File: config.mk
export PLATFORM = sky130hd
export DESIGN_NAME = tqvp_bus_initiator_flat
export DESIGN_NICKNAME = d
export VERILOG_FILES = /design/src/rtl/tqvp_bus_pkg.sv /design/src/rtl/tqvp_bus_initiator_if.sv /design/src/rtl/tqvp_irq_edge_latch.sv /design/src/rtl/tqvp_bus_initiator.sv /design/src/flat_wrapper.sv
export SDC_FILE = /design/constraint.sdc
export NUM_CORES = 1
export LEC_CHECK = 0
export BUFFER_PORTS_ARGS = -buffer_cell sky130_fd_sc_hd__clkbuf_2
export CAP_MARGIN = 20
export CORE_MARGIN = 2
export CORE_UTILIZATION = 30
export DETAILED_ROUTE_END_ITERATION = 16
export PLACE_DENSITY = 0.63
export SLEW_MARGIN = 0
export SYNTH_ARGS = -nofsm -noshare
export SYNTH_HDL_FRONTEND = slang
export SYNTH_HIERARCHICAL = 1
export SYNTH_SLANG_ARGS = --single-unit
export TNS_END_PERCENT = 10
File: constraint.sdc
create_clock -name clk -period 2.05 [get_ports clk]
set_input_delay 0.41 -clock clk [delete_from_list [all_inputs] [get_ports clk]]
set_output_delay 0.41 -clock clk [all_outputs]
set_load 0.05 [all_outputs]
File: src/rtl/tqvp_bus_pkg.sv
// Shared size codes, FSM state type and read-data masking for the TinyQV bus initiator.
package tqvp_bus_pkg;

    localparam logic [1:0] SZ_8    = 2'b00;
    localparam logic [1:0] SZ_16   = 2'b01;
    localparam logic [1:0] SZ_32   = 2'b10;
    localparam logic [1:0] SZ_NONE = 2'b11;

    typedef enum logic [1:0] {
        IDLE  = 2'd0,
        WRITE = 2'd1,
        READ  = 2'd2,
        RESP  = 2'd3
    } state_t;

    function automatic logic [31:0] size_mask(input logic [1:0] size);
        case (size)
            SZ_8:    size_mask = 32'h0000_00ff;
            SZ_16:   size_mask = 32'h0000_ffff;
            default: size_mask = 32'hffff_ffff;
        endcase
    endfunction

endpackage

File: src/rtl/tqvp_bus_initiator_if.sv
// TinyQV peripheral-side bus: the initiator drives address/data/strobes, the peripheral answers.
interface tqvp_bus_if #(
    parameter int ADDR_W = 6
);
    logic [ADDR_W-1:0] per_address;
    logic [31:0]       per_data_in;
    logic [1:0]        per_data_write_n;
    logic [1:0]        per_data_read_n;
    logic [31:0]       per_data_out;
    logic              per_data_ready;
    logic              per_user_interrupt;

    modport master (
        output per_address, per_data_in, per_data_write_n, per_data_read_n,
        input  per_data_out, per_data_ready, per_user_interrupt
    );

    modport slave (
        input  per_address, per_data_in, per_data_write_n, per_data_read_n,
        output per_data_out, per_data_ready, per_user_interrupt
    );
endinterface

File: src/rtl/tqvp_irq_edge_latch.sv
// Registers the peripheral interrupt and keeps a sticky flag of its rising edges.
module tqvp_irq_edge_latch (
    input  logic clk,
    input  logic rst_n,
    input  logic irq_in,
    input  logic irq_clear,
    output logic irq_seen
);
    logic irq_sync;
    logic irq_prev;
    logic irq_rise;

    assign irq_rise = irq_sync & ~irq_prev;

    // set has priority so an edge coinciding with a clear is never lost
    always_ff @(posedge clk) begin
        if (!rst_n) begin
            irq_sync <= 1'b0;
            irq_prev <= 1'b0;
            irq_seen <= 1'b0;
        end else begin
            irq_sync <= irq_in;
            irq_prev <= irq_sync;
            if (irq_rise)
                irq_seen <= 1'b1;
            else if (irq_clear)
                irq_seen <= 1'b0;
        end
    end
endmodule

File: src/rtl/tqvp_bus_initiator.sv
// Single-command initiator for the TinyQV peripheral bus, used as a bring-up host.
//   state | meaning
//   IDLE  | cmd_ready high, waiting for a command
//   WRITE | write strobe on the bus for one cycle
//   READ  | read strobe held until data_ready or timeout
//   RESP  | rsp_valid high until rsp_ready
module tqvp_bus_initiator
    import tqvp_bus_pkg::*;
#(
    parameter int TIMEOUT = 16,
    parameter int ADDR_W  = 6
) (
    input  logic              clk,
    input  logic              rst_n,
    input  logic              cmd_valid,
    output logic              cmd_ready,
    input  logic              cmd_write,
    input  logic [1:0]        cmd_size,
    input  logic [ADDR_W-1:0] cmd_addr,
    input  logic [31:0]       cmd_wdata,
    output logic              rsp_valid,
    input  logic              rsp_ready,
    output logic [31:0]       rsp_rdata,
    output logic              rsp_err,
    tqvp_bus_if.master        bus,
    output logic              irq_seen,
    input  logic              irq_clear
);
    localparam logic [7:0] CNT_LAST = 8'(TIMEOUT - 1);

    state_t            state, state_d;
    logic [1:0]        size_q, size_d;
    logic [7:0]        cnt, cnt_d;
    logic [ADDR_W-1:0] addr_q, addr_d;
    logic [31:0]       wdata_q, wdata_d;
    logic [1:0]        wr_n_q, wr_n_d;
    logic [1:0]        rd_n_q, rd_n_d;
    logic [31:0]       rdata_q, rdata_d;
    logic              err_q, err_d;

    assign cmd_ready            = (state == IDLE);
    assign rsp_valid            = (state == RESP);
    assign rsp_rdata            = rdata_q;
    assign rsp_err              = err_q;
    assign bus.per_address      = addr_q;
    assign bus.per_data_in      = wdata_q;
    assign bus.per_data_write_n = wr_n_q;
    assign bus.per_data_read_n  = rd_n_q;

    always_ff @(posedge clk) begin
        if (!rst_n) begin
            state   <= IDLE;
            size_q  <= SZ_NONE;
            cnt     <= 8'd0;
            addr_q  <= '0;
            wdata_q <= 32'd0;
            wr_n_q  <= SZ_NONE;
            rd_n_q  <= SZ_NONE;
            rdata_q <= 32'd0;
            err_q   <= 1'b0;
        end else begin
            state   <= state_d;
            size_q  <= size_d;
            cnt     <= cnt_d;
            addr_q  <= addr_d;
            wdata_q <= wdata_d;
            wr_n_q  <= wr_n_d;
            rd_n_q  <= rd_n_d;
            rdata_q <= rdata_d;
            err_q   <= err_d;
        end
    end

    // strobes default back to idle; each state re-asserts them only while needed
    always_comb begin
        state_d = state;
        size_d  = size_q;
        cnt_d   = cnt;
        addr_d  = addr_q;
        wdata_d = wdata_q;
        wr_n_d  = SZ_NONE;
        rd_n_d  = SZ_NONE;
        rdata_d = rdata_q;
        err_d   = err_q;
        case (state)
            IDLE: begin
                if (cmd_valid) begin
                    addr_d  = cmd_addr;
                    wdata_d = cmd_wdata;
                    size_d  = cmd_size;
                    if (cmd_size == SZ_NONE) begin
                        state_d = RESP;
                        err_d   = 1'b1;
                        rdata_d = 32'd0;
                    end else if (cmd_write) begin
                        state_d = WRITE;
                        wr_n_d  = cmd_size;
                    end else begin
                        state_d = READ;
                        rd_n_d  = cmd_size;
                        cnt_d   = 8'd0;
                    end
                end
            end
            WRITE: begin
                state_d = RESP;
                err_d   = 1'b0;
                rdata_d = 32'd0;
            end
            READ: begin
                if (bus.per_data_ready) begin
                    state_d = RESP;
                    err_d   = 1'b0;
                    rdata_d = bus.per_data_out & size_mask(size_q);
                end else if (cnt == CNT_LAST) begin
                    state_d = RESP;
                    err_d   = 1'b1;
                    rdata_d = 32'd0;
                end else begin
                    cnt_d  = cnt + 8'd1;
                    rd_n_d = size_q;
                end
            end
            RESP: begin
                if (rsp_ready)
                    state_d = IDLE;
            end
            default: state_d = IDLE;
        endcase
    end

    tqvp_irq_edge_latch u_irq (
        .clk       (clk),
        .rst_n     (rst_n),
        .irq_in    (bus.per_user_interrupt),
        .irq_clear (irq_clear),
        .irq_seen  (irq_seen)
    );
endmodule

File: src/flat_wrapper.sv
// flat-port wrapper written by rule: the top's interface ports become plain ports
module tqvp_bus_initiator_flat import tqvp_bus_pkg::*;
#(
    parameter int TIMEOUT = 16,
    parameter int ADDR_W  = 6
)
  (clk, rst_n, cmd_valid, cmd_ready, cmd_write, cmd_size, cmd_addr, cmd_wdata, rsp_valid, rsp_ready, rsp_rdata, rsp_err, irq_seen, irq_clear, bus_per_address, bus_per_data_in, bus_per_data_write_n, bus_per_data_read_n, bus_per_data_out, bus_per_data_ready, bus_per_user_interrupt);
  tqvp_bus_if #(.ADDR_W(ADDR_W)) bus_i ();
  input  logic clk;
  input  logic rst_n;
  input  logic cmd_valid;
  output logic cmd_ready;
  input  logic cmd_write;
  input  logic [1:0] cmd_size;
  input  logic [ADDR_W-1:0] cmd_addr;
  input  logic [31:0] cmd_wdata;
  output logic rsp_valid;
  input  logic rsp_ready;
  output logic [31:0] rsp_rdata;
  output logic rsp_err;
  output logic irq_seen;
  input  logic irq_clear;
  output wire logic [$bits(bus_i.per_address)-1:0] bus_per_address;
  output wire logic [$bits(bus_i.per_data_in)-1:0] bus_per_data_in;
  output wire logic [$bits(bus_i.per_data_write_n)-1:0] bus_per_data_write_n;
  output wire logic [$bits(bus_i.per_data_read_n)-1:0] bus_per_data_read_n;
  input wire logic [$bits(bus_i.per_data_out)-1:0] bus_per_data_out;
  input wire logic [$bits(bus_i.per_data_ready)-1:0] bus_per_data_ready;
  input wire logic [$bits(bus_i.per_user_interrupt)-1:0] bus_per_user_interrupt;
  assign bus_per_address = bus_i.per_address;
  assign bus_per_data_in = bus_i.per_data_in;
  assign bus_per_data_write_n = bus_i.per_data_write_n;
  assign bus_per_data_read_n = bus_i.per_data_read_n;
  assign bus_i.per_data_out = bus_per_data_out;
  assign bus_i.per_data_ready = bus_per_data_ready;
  assign bus_i.per_user_interrupt = bus_per_user_interrupt;
  tqvp_bus_initiator #(.TIMEOUT(TIMEOUT), .ADDR_W(ADDR_W)) u_core (.clk(clk), .rst_n(rst_n), .cmd_valid(cmd_valid), .cmd_ready(cmd_ready), .cmd_write(cmd_write), .cmd_size(cmd_size), .cmd_addr(cmd_addr), .cmd_wdata(cmd_wdata), .rsp_valid(rsp_valid), .rsp_ready(rsp_ready), .rsp_rdata(rsp_rdata), .rsp_err(rsp_err), .bus(bus_i), .irq_seen(irq_seen), .irq_clear(irq_clear));
endmodule
==> results.cfg, run 1 <==
[power]
p_leak_nw = 2.23
power_mw = 6.05
peakVddDrop_mv = 0.581
power_density_mw_per_mm2 = 1250

[cts]
path_clk_slew_ps = 60
h-tree-depth = 3
cts-root-buf = clkbuf_16
post_cts_buffers = 0
clockBufferDepth = 2
cts_num_sinks = 90
insertion_delay_ps = 340
cts_inserted_buffers = 9
cts_tree = built

[outcome]
outcome = complete, no violations

[global_route]
grt_pass1_wl_um = 15600
antenna_found_initial = 0
grt-ovfl-total = 0
grtUsageTotal = 0.147
grt_max_degree = 43
grt_pass1_vias = 3526

[cells_and_area]
area_delta_synth_final_pct = 34.9
drive_gt1_frac = 0.338
n_antenna_cell = 0
nets = 653

[timing]
slew_headroom = 0.625
fin_crit_sh = 0.943
finalSetupViolations = 0
worst_clock_skew_ps = 4.38
max_slew.worst_pin.slew_ps = 562
final_max_slew_viol_count = 0
hold_viol = 0
fmax_mhz = 517
setup_total_negative_slack_ps = 0
hold_ws_ps = 282
rsz0062_at_grt = true
fin_crit_ps = 1930

[logic_synthesis]
synth_nets = 499
ys_types = 39
synth.avg_cell_area_um2 = 8.71
yosysMostFrequentCell = nand2_1
synthFlopType = dfxtp_1
yosysTopAreaCell = dfxtp_1
synth_area_mm2 = 0.00359
syn_inst = 412
async_flop_share = 0
ys_seq_elements = 90
yosysSeqAreaShare = 0.502
ys_top_cells_by_count = nand2_1, dfxtp_1, a21oi_1, mux2i_1, clkbuf_1
synth_top_area_frac = 0.502
ys_top_cells_by_area = dfxtp_1, nand2_1, mux2i_1
synth_edf_count = 0
synth_warnings = 6

[setup_path]
slowest_delay_ps = 560
timing.rr.start = u_core/cnt[0]$_SDFFE_PN0P_
cp_top_family = compound AO/OA/AOI/OAI gates
path_buf_inv = 1
worstPathRequired_ps = 2270
startpoint_type = flip-flop
r2r-end = u_core/rsp_rdata[16]$_SDFFE_PN0P_
path_max_fanout = 15
endpoint_kind = flip-flop
r2r_slack_ps = 120
path_class = flip-flop to flip-flop
cp_cell_sequence = ha_1 -> and3_1 -> a21oi_2 -> a221o_2 -> buf_4 -> mux2i_1
cp_data_arrival_time_ps = 2150
critPathSlowestCell = a221o_2
r2r_cells = 6

[detailed_routing]
num_vias = 3397
drcViolationCount = 0
wl_met1_um = 4160
wirelength_um = 9240
top_layer_used = met4
ant_nets = 0
route.met3.wl_um = 708
drt_iter0_drc = 173
drt_pass1_iterations = 6
met2WireLength_um = 4200
viasPerCell = 4.76
wl_per_cell_um = 12.9

[worst_hold_path]
min_to = u_core/rsp_rdata[0]$_SDFFE_PN0P_
hold_path_class = input pin to flip-flop
hold_depth = 2
worstHoldStart = bus_per_data_out[0]

[floorplan]
core_area_mm2 = 0.0116
die_height_um = 113
dieArea_mm2 = 0.0129
die-width_um = 113
ios = 158
initial_core_util = 0.310
num_rows = 39

[run]
max_cap_viol_count = 0

[place]
port_buffers = 157
hpwlAfterDp_um = 6800
globalplace.congestion = 0.768
==> worst reg2reg max path, stage by stage (launching register included) <==
cell,delay (ps)
dfxtp_1,370
ha_1,230
and3_1,220
a21oi_2,80
a221o_2,560
buf_4,240
mux2i_1,130
==> cells by family (layout without fill, tap and decap cells) <==
logic type,count (synthesis),in the layout,synth area share
flops,90,90,0.502
fa+ha+maj,7,7,0.0244
mux,27,27,0.0753
compound gates,77,77,0.140
simple gates,178,178,0.214
buf+inv,33,192,0.0439
==> stage by stage <==
| stage | util | setup WS [ps] | std cells | area (um^2) |
|---|---|---|---|---|
| 2_1_floorplan | - | 9.59 | 412 | 3590 |
| 3_3_place_gp | 0.393 | 211 | 698 | 4540 |
| 3_5_place_dp | 0.393 | 129 | 698 | 4540 |
| 4_1_cts | 0.418 | 112 | 714 | 4840 |
| 5_1_grt | 0.419 | -16.8 | 714 | 4840 |
| 6_report | 0.419 | 116 | 714 | 4840 |
==> power by group <==
part	switching, mW	internal (mW)
registers	0.123	1.96
logic	1.62	0.763
clock network	0.663	0.916
total	2.41	3.64
==> cell usage in the layout, fill, tap and decap left out, types with 3 or more instances in the layout <==
master and count:
inv_1 5, buf_4 11, clkbuf_8 3, a211oi_1 3, o311ai_0 3, nand2_1 141
o21ai_0 6, nand2b_1 4, clkbuf_16 9, nand3_1 7, nor2_1 5, clkbuf_2 157
a21oi_1 40, ha_1 6, dfxtp_1 90, a32o_1 8, and2_1 5, mux2i_1 27
nand3b_1 5
==> layer usage <==
layer  vias up  global-route usage
met3        18              0.0452
met1      1548               0.177
met2       123               0.243
met4         0              0.0659
li1       1708                   -
met5         -                   0
==> timing repair <==
action                     4_1_cts  5_1_grt
resized for setup                0        3
hold buffers                     0        0
hold endpoints to repair         0        0
setup endpoints to repair        0       13
==> layout make-up <==
| class | count | area, um^2 |
|---|---|---|
| Inverter | 6 | 22.5 |
| Clock inverter | 4 | 25.0 |
| Multi-Input combinational cell | 289 | 1640 |
| Fill cell | 1191 | 6720 |
| Timing Repair Buffer | 170 | 908 |
| Clock buffer | 12 | 267 |
| Sequential cell | 90 | 1800 |
| Tap cell | 143 | 179 |
==> worst max path at each step <==
stage	from	end	cells past startpoint
detailed placement	u_core/state[0]$_SDFFE_PN0P_	u_core/cnt[5]$_SDFFE_PN0P_	6
finish	u_core/cnt[0]$_SDFFE_PN0P_	u_core/rsp_rdata[16]$_SDFFE_PN0P_	6
CTS	u_core/state[0]$_SDFFE_PN0P_	u_core/cnt[5]$_SDFFE_PN0P_	6
global placement	u_core/state[0]$_SDFFE_PN0P_	u_core/cnt[5]$_SDFFE_PN0P_	6
floorplan	u_core/state[0]$_SDFFE_PN0P_	u_core/cnt[6]$_SDFFE_PN0P_	7
global route	u_core/cnt[0]$_SDFFE_PN0P_	u_core/rsp_rdata[16]$_SDFFE_PN0P_	6
==> registers in the layout, indices dropped and copies added, names as in the netlist <==
name	flops
u_core/cnt	8
u_core/rsp_err	1
u_core/u_irq/irq_sync	1
u_core/u_irq/irq_seen	1
u_core/rsp_rdata	32
u_core/bus.per_address	6
u_core/bus.per_data_in	32
u_core/state	2
u_core/u_irq/irq_prev	1
u_core/size_q	2
u_core/bus.per_data_read_n	2
u_core/bus.per_data_write_n	2
No activity file was read; power rests on OpenSTA's default activity.
==> run 2: changes to the inputs <==
PLACE_DENSITY = 0.65   (was 0.63)
clock period = 1.7 ns   (was 2.05 ns; I/O delays follow)
==> run 2 against run 1 <==
The flow now finishes with violations (setup timing). Routed wire length grew 7.0%. Cell area up 6.6%. Maximum frequency rose by 13%. Sequential power increased by 20%. Clock skew grew 1.1 ps. Largest cell class unchanged. Via count increased by 2.4%. Critical path depth shrank 1. First-iteration DRC count up 3.5%. Non-clock buffer count grew 19.
==> results.cfg, run 2 (synthesized netlist as in run 1, its figures left out) <==
[outcome]
outcome = complete, but fails checks
violations = setup timing

[power]
p_leak_nw = 2.36
power_density_mw_per_mm2 = 1560
peakVddDrop_mv = 0.628
power_mw = 8.06

[cts]
cts_tree = built
cts_num_sinks = 90
cts-root-buf = clkbuf_16
cts_inserted_buffers = 9
path_clk_slew_ps = 70
clockBufferDepth = 2
h-tree-depth = 3
insertion_delay_ps = 340

[floorplan]
ios = 158
dieArea_mm2 = 0.0129
core_area_mm2 = 0.0116
die-width_um = 113
die_height_um = 113
initial_core_util = 0.310
num_rows = 39

[timing]
hold_viol = 0
worst_clock_skew_ps = 5.52
setup_ws_ps = -14.7
fin_crit_sh = 1.01
finalSetupViolations = 2
fin_crit_ps = 1710
slew_headroom = 0.758
rsz0062_at_grt = true
fmax_mhz = 583
final_max_slew_viol_count = 0
max_slew.worst_pin.slew_ps = 363

[cells_and_area]
nets = 673
design_area_mm2 = 0.00516
drive_gt1_frac = 0.386
final_common_cell = clkbuf_2
n_fill_cell = 1155
final_cell_mix = clkbuf_2, nand2_1, dfxtp_1, a21oi_1
fin_cells = 733
n_antenna_cell = 0
area_delta_synth_final_pct = 43.8

[global_route]
grt_pass1_wl_um = 15800
grtUsageTotal = 0.152
use_met2 = 0.260
grt-ovfl-total = 0
grt_use_met3 = 0.0377
gr-max-usage-layer = met2
grt_max_degree = 43
antenna_found_initial = 0
grtUsageMet1 = 0.185
grt_pass1_vias = 3398

[setup_path]
path_class = flip-flop to flip-flop
r2r_slack_ps = -10
path_buf_inv = 1
worstPathRequired_ps = 1930
cp_data_arrival_time_ps = 1940
cp_cell_sequence = nor4_4 -> a21oi_4 -> buf_4 -> a221o_1 -> a32o_1
cp_top_family = compound AO/OA/AOI/OAI gates
startpoint_type = flip-flop
path_max_fanout = 5
critPathSlowestCell = a221o_1
r2r_cells = 5
endpoint_kind = flip-flop
timing.rr.start = u_core/cnt[7]$_SDFFE_PN0P_
r2r-end = u_core/rsp_rdata[4]$_SDFFE_PN0P_
slowest_delay_ps = 380

[worst_hold_path]
min_to = u_core/bus.per_data_in[27]$_SDFFE_PN0P_
hold_path_class = input pin to flip-flop
worstHoldStart = cmd_wdata[27]
hold_depth = 3

[detailed_routing]
drcViolationCount = 0
ant_nets = 0
wl_per_cell_um = 13.5
drt_iter0_drc = 179
num_vias = 3479
viasPerCell = 4.75
drt_pass1_iterations = 4
wirelength_um = 9890

[run]
max_cap_viol_count = 0

[place]
placed_cell_area_mm2 = 0.00468
dp.cells = 712
globalplace.congestion = 0.779
port_buffers = 157
hpwlAfterDp_um = 7210
-- run 2: cell types whose count changed in the layout (fill, tap and decap cells not counted), sizes merged --
cell and delta:
clkinvlp +1, clkbuf -3, buf +19, inv +1, clkinv -2, a221o +1
bufinv +2
-- run 2: worst reg2reg max path, delay by kind of cell (launching register included) --
family	cells	cell delay, ps
AOI/OAI and AO/OA	3	770
buffers and inverters	1	150
DFF	1	340
and+or+nand+nor	1	350
-- run 2: timing repair --
item                       4_1_cts  5_1_grt
hold buffers                     0        0
resized for setup               16        5
setup endpoints to repair       34       44
gates cloned                     3        0
buffers inserted                 3        0
pin swaps                        5       11
-- run 2: per-layer routing --
layer  part of all wire  vias to the layer above  wire, um
li1                   -                     1748         -
met1               0.42                     1583      4190
met2               0.49                      133      4850
met3              0.068                       15       668
met4              0.017                        0       172
met5                  0                        -         0
-- run 2: worst max path at each step --
stage	from	to	slack, ps	cells past startpoint
floorplan	u_core/state[1]$_SDFFE_PN0P_	u_core/cnt[6]$_SDFFE_PN0P_	-20	7
global placement	u_core/state[0]$_SDFFE_PN0P_	u_core/cnt[5]$_SDFFE_PN0P_	-40	6
detailed placement	u_core/state[0]$_SDFFE_PN0P_	u_core/rsp_rdata[30]$_SDFFE_PN0P_	-80	6
CTS	u_core/cnt[6]$_SDFFE_PN0P_	u_core/rsp_rdata[11]$_SDFFE_PN0P_	-50	5
global route	u_core/cnt[7]$_SDFFE_PN0P_	u_core/rsp_err$_SDFFE_PN0P_	-80	5
finish	u_core/cnt[7]$_SDFFE_PN0P_	u_core/rsp_rdata[4]$_SDFFE_PN0P_	-10	5
-- run 2: where the power goes --
part	internal (mW)	leakage [nW]	switching [mW]	total (mW)
clock	1.28	0.144	0.844	2.13
sequential	2.37	0.736	0.144	2.51
combinational	1.29	1.48	2.13	3.42
-- run 2: final cells by class --
| class | count | area [um^2] | area share |
|---|---|---|---|
| clock buffers | 9 | 225 | 0.0436 |
| clock inverters | 6 | 91.3 | 0.0177 |
| inverters | 6 | 22.5 | 0.00436 |
| multi-input cells | 290 | 1730 | 0.334 |
| flip-flops and latches | 90 | 1810 | 0.351 |
| well taps | 143 | 179 | 0.0347 |
| repair buffers | 189 | 1110 | 0.215 |
-- run 2: per-stage QoR --
step	TNS, ps	worst slack, ps	hold slack (ps)	util
after detailed placement	-1370	-83.6	445	0.405
after floorplan	-98.9	-17.7	427	-
after global routing	-1790	-78.1	205	0.446
after CTS	-1010	-52.7	201	0.445
after global placement	-47.3	-37.5	443	0.405
final	-20.6	-14.7	217	0.446
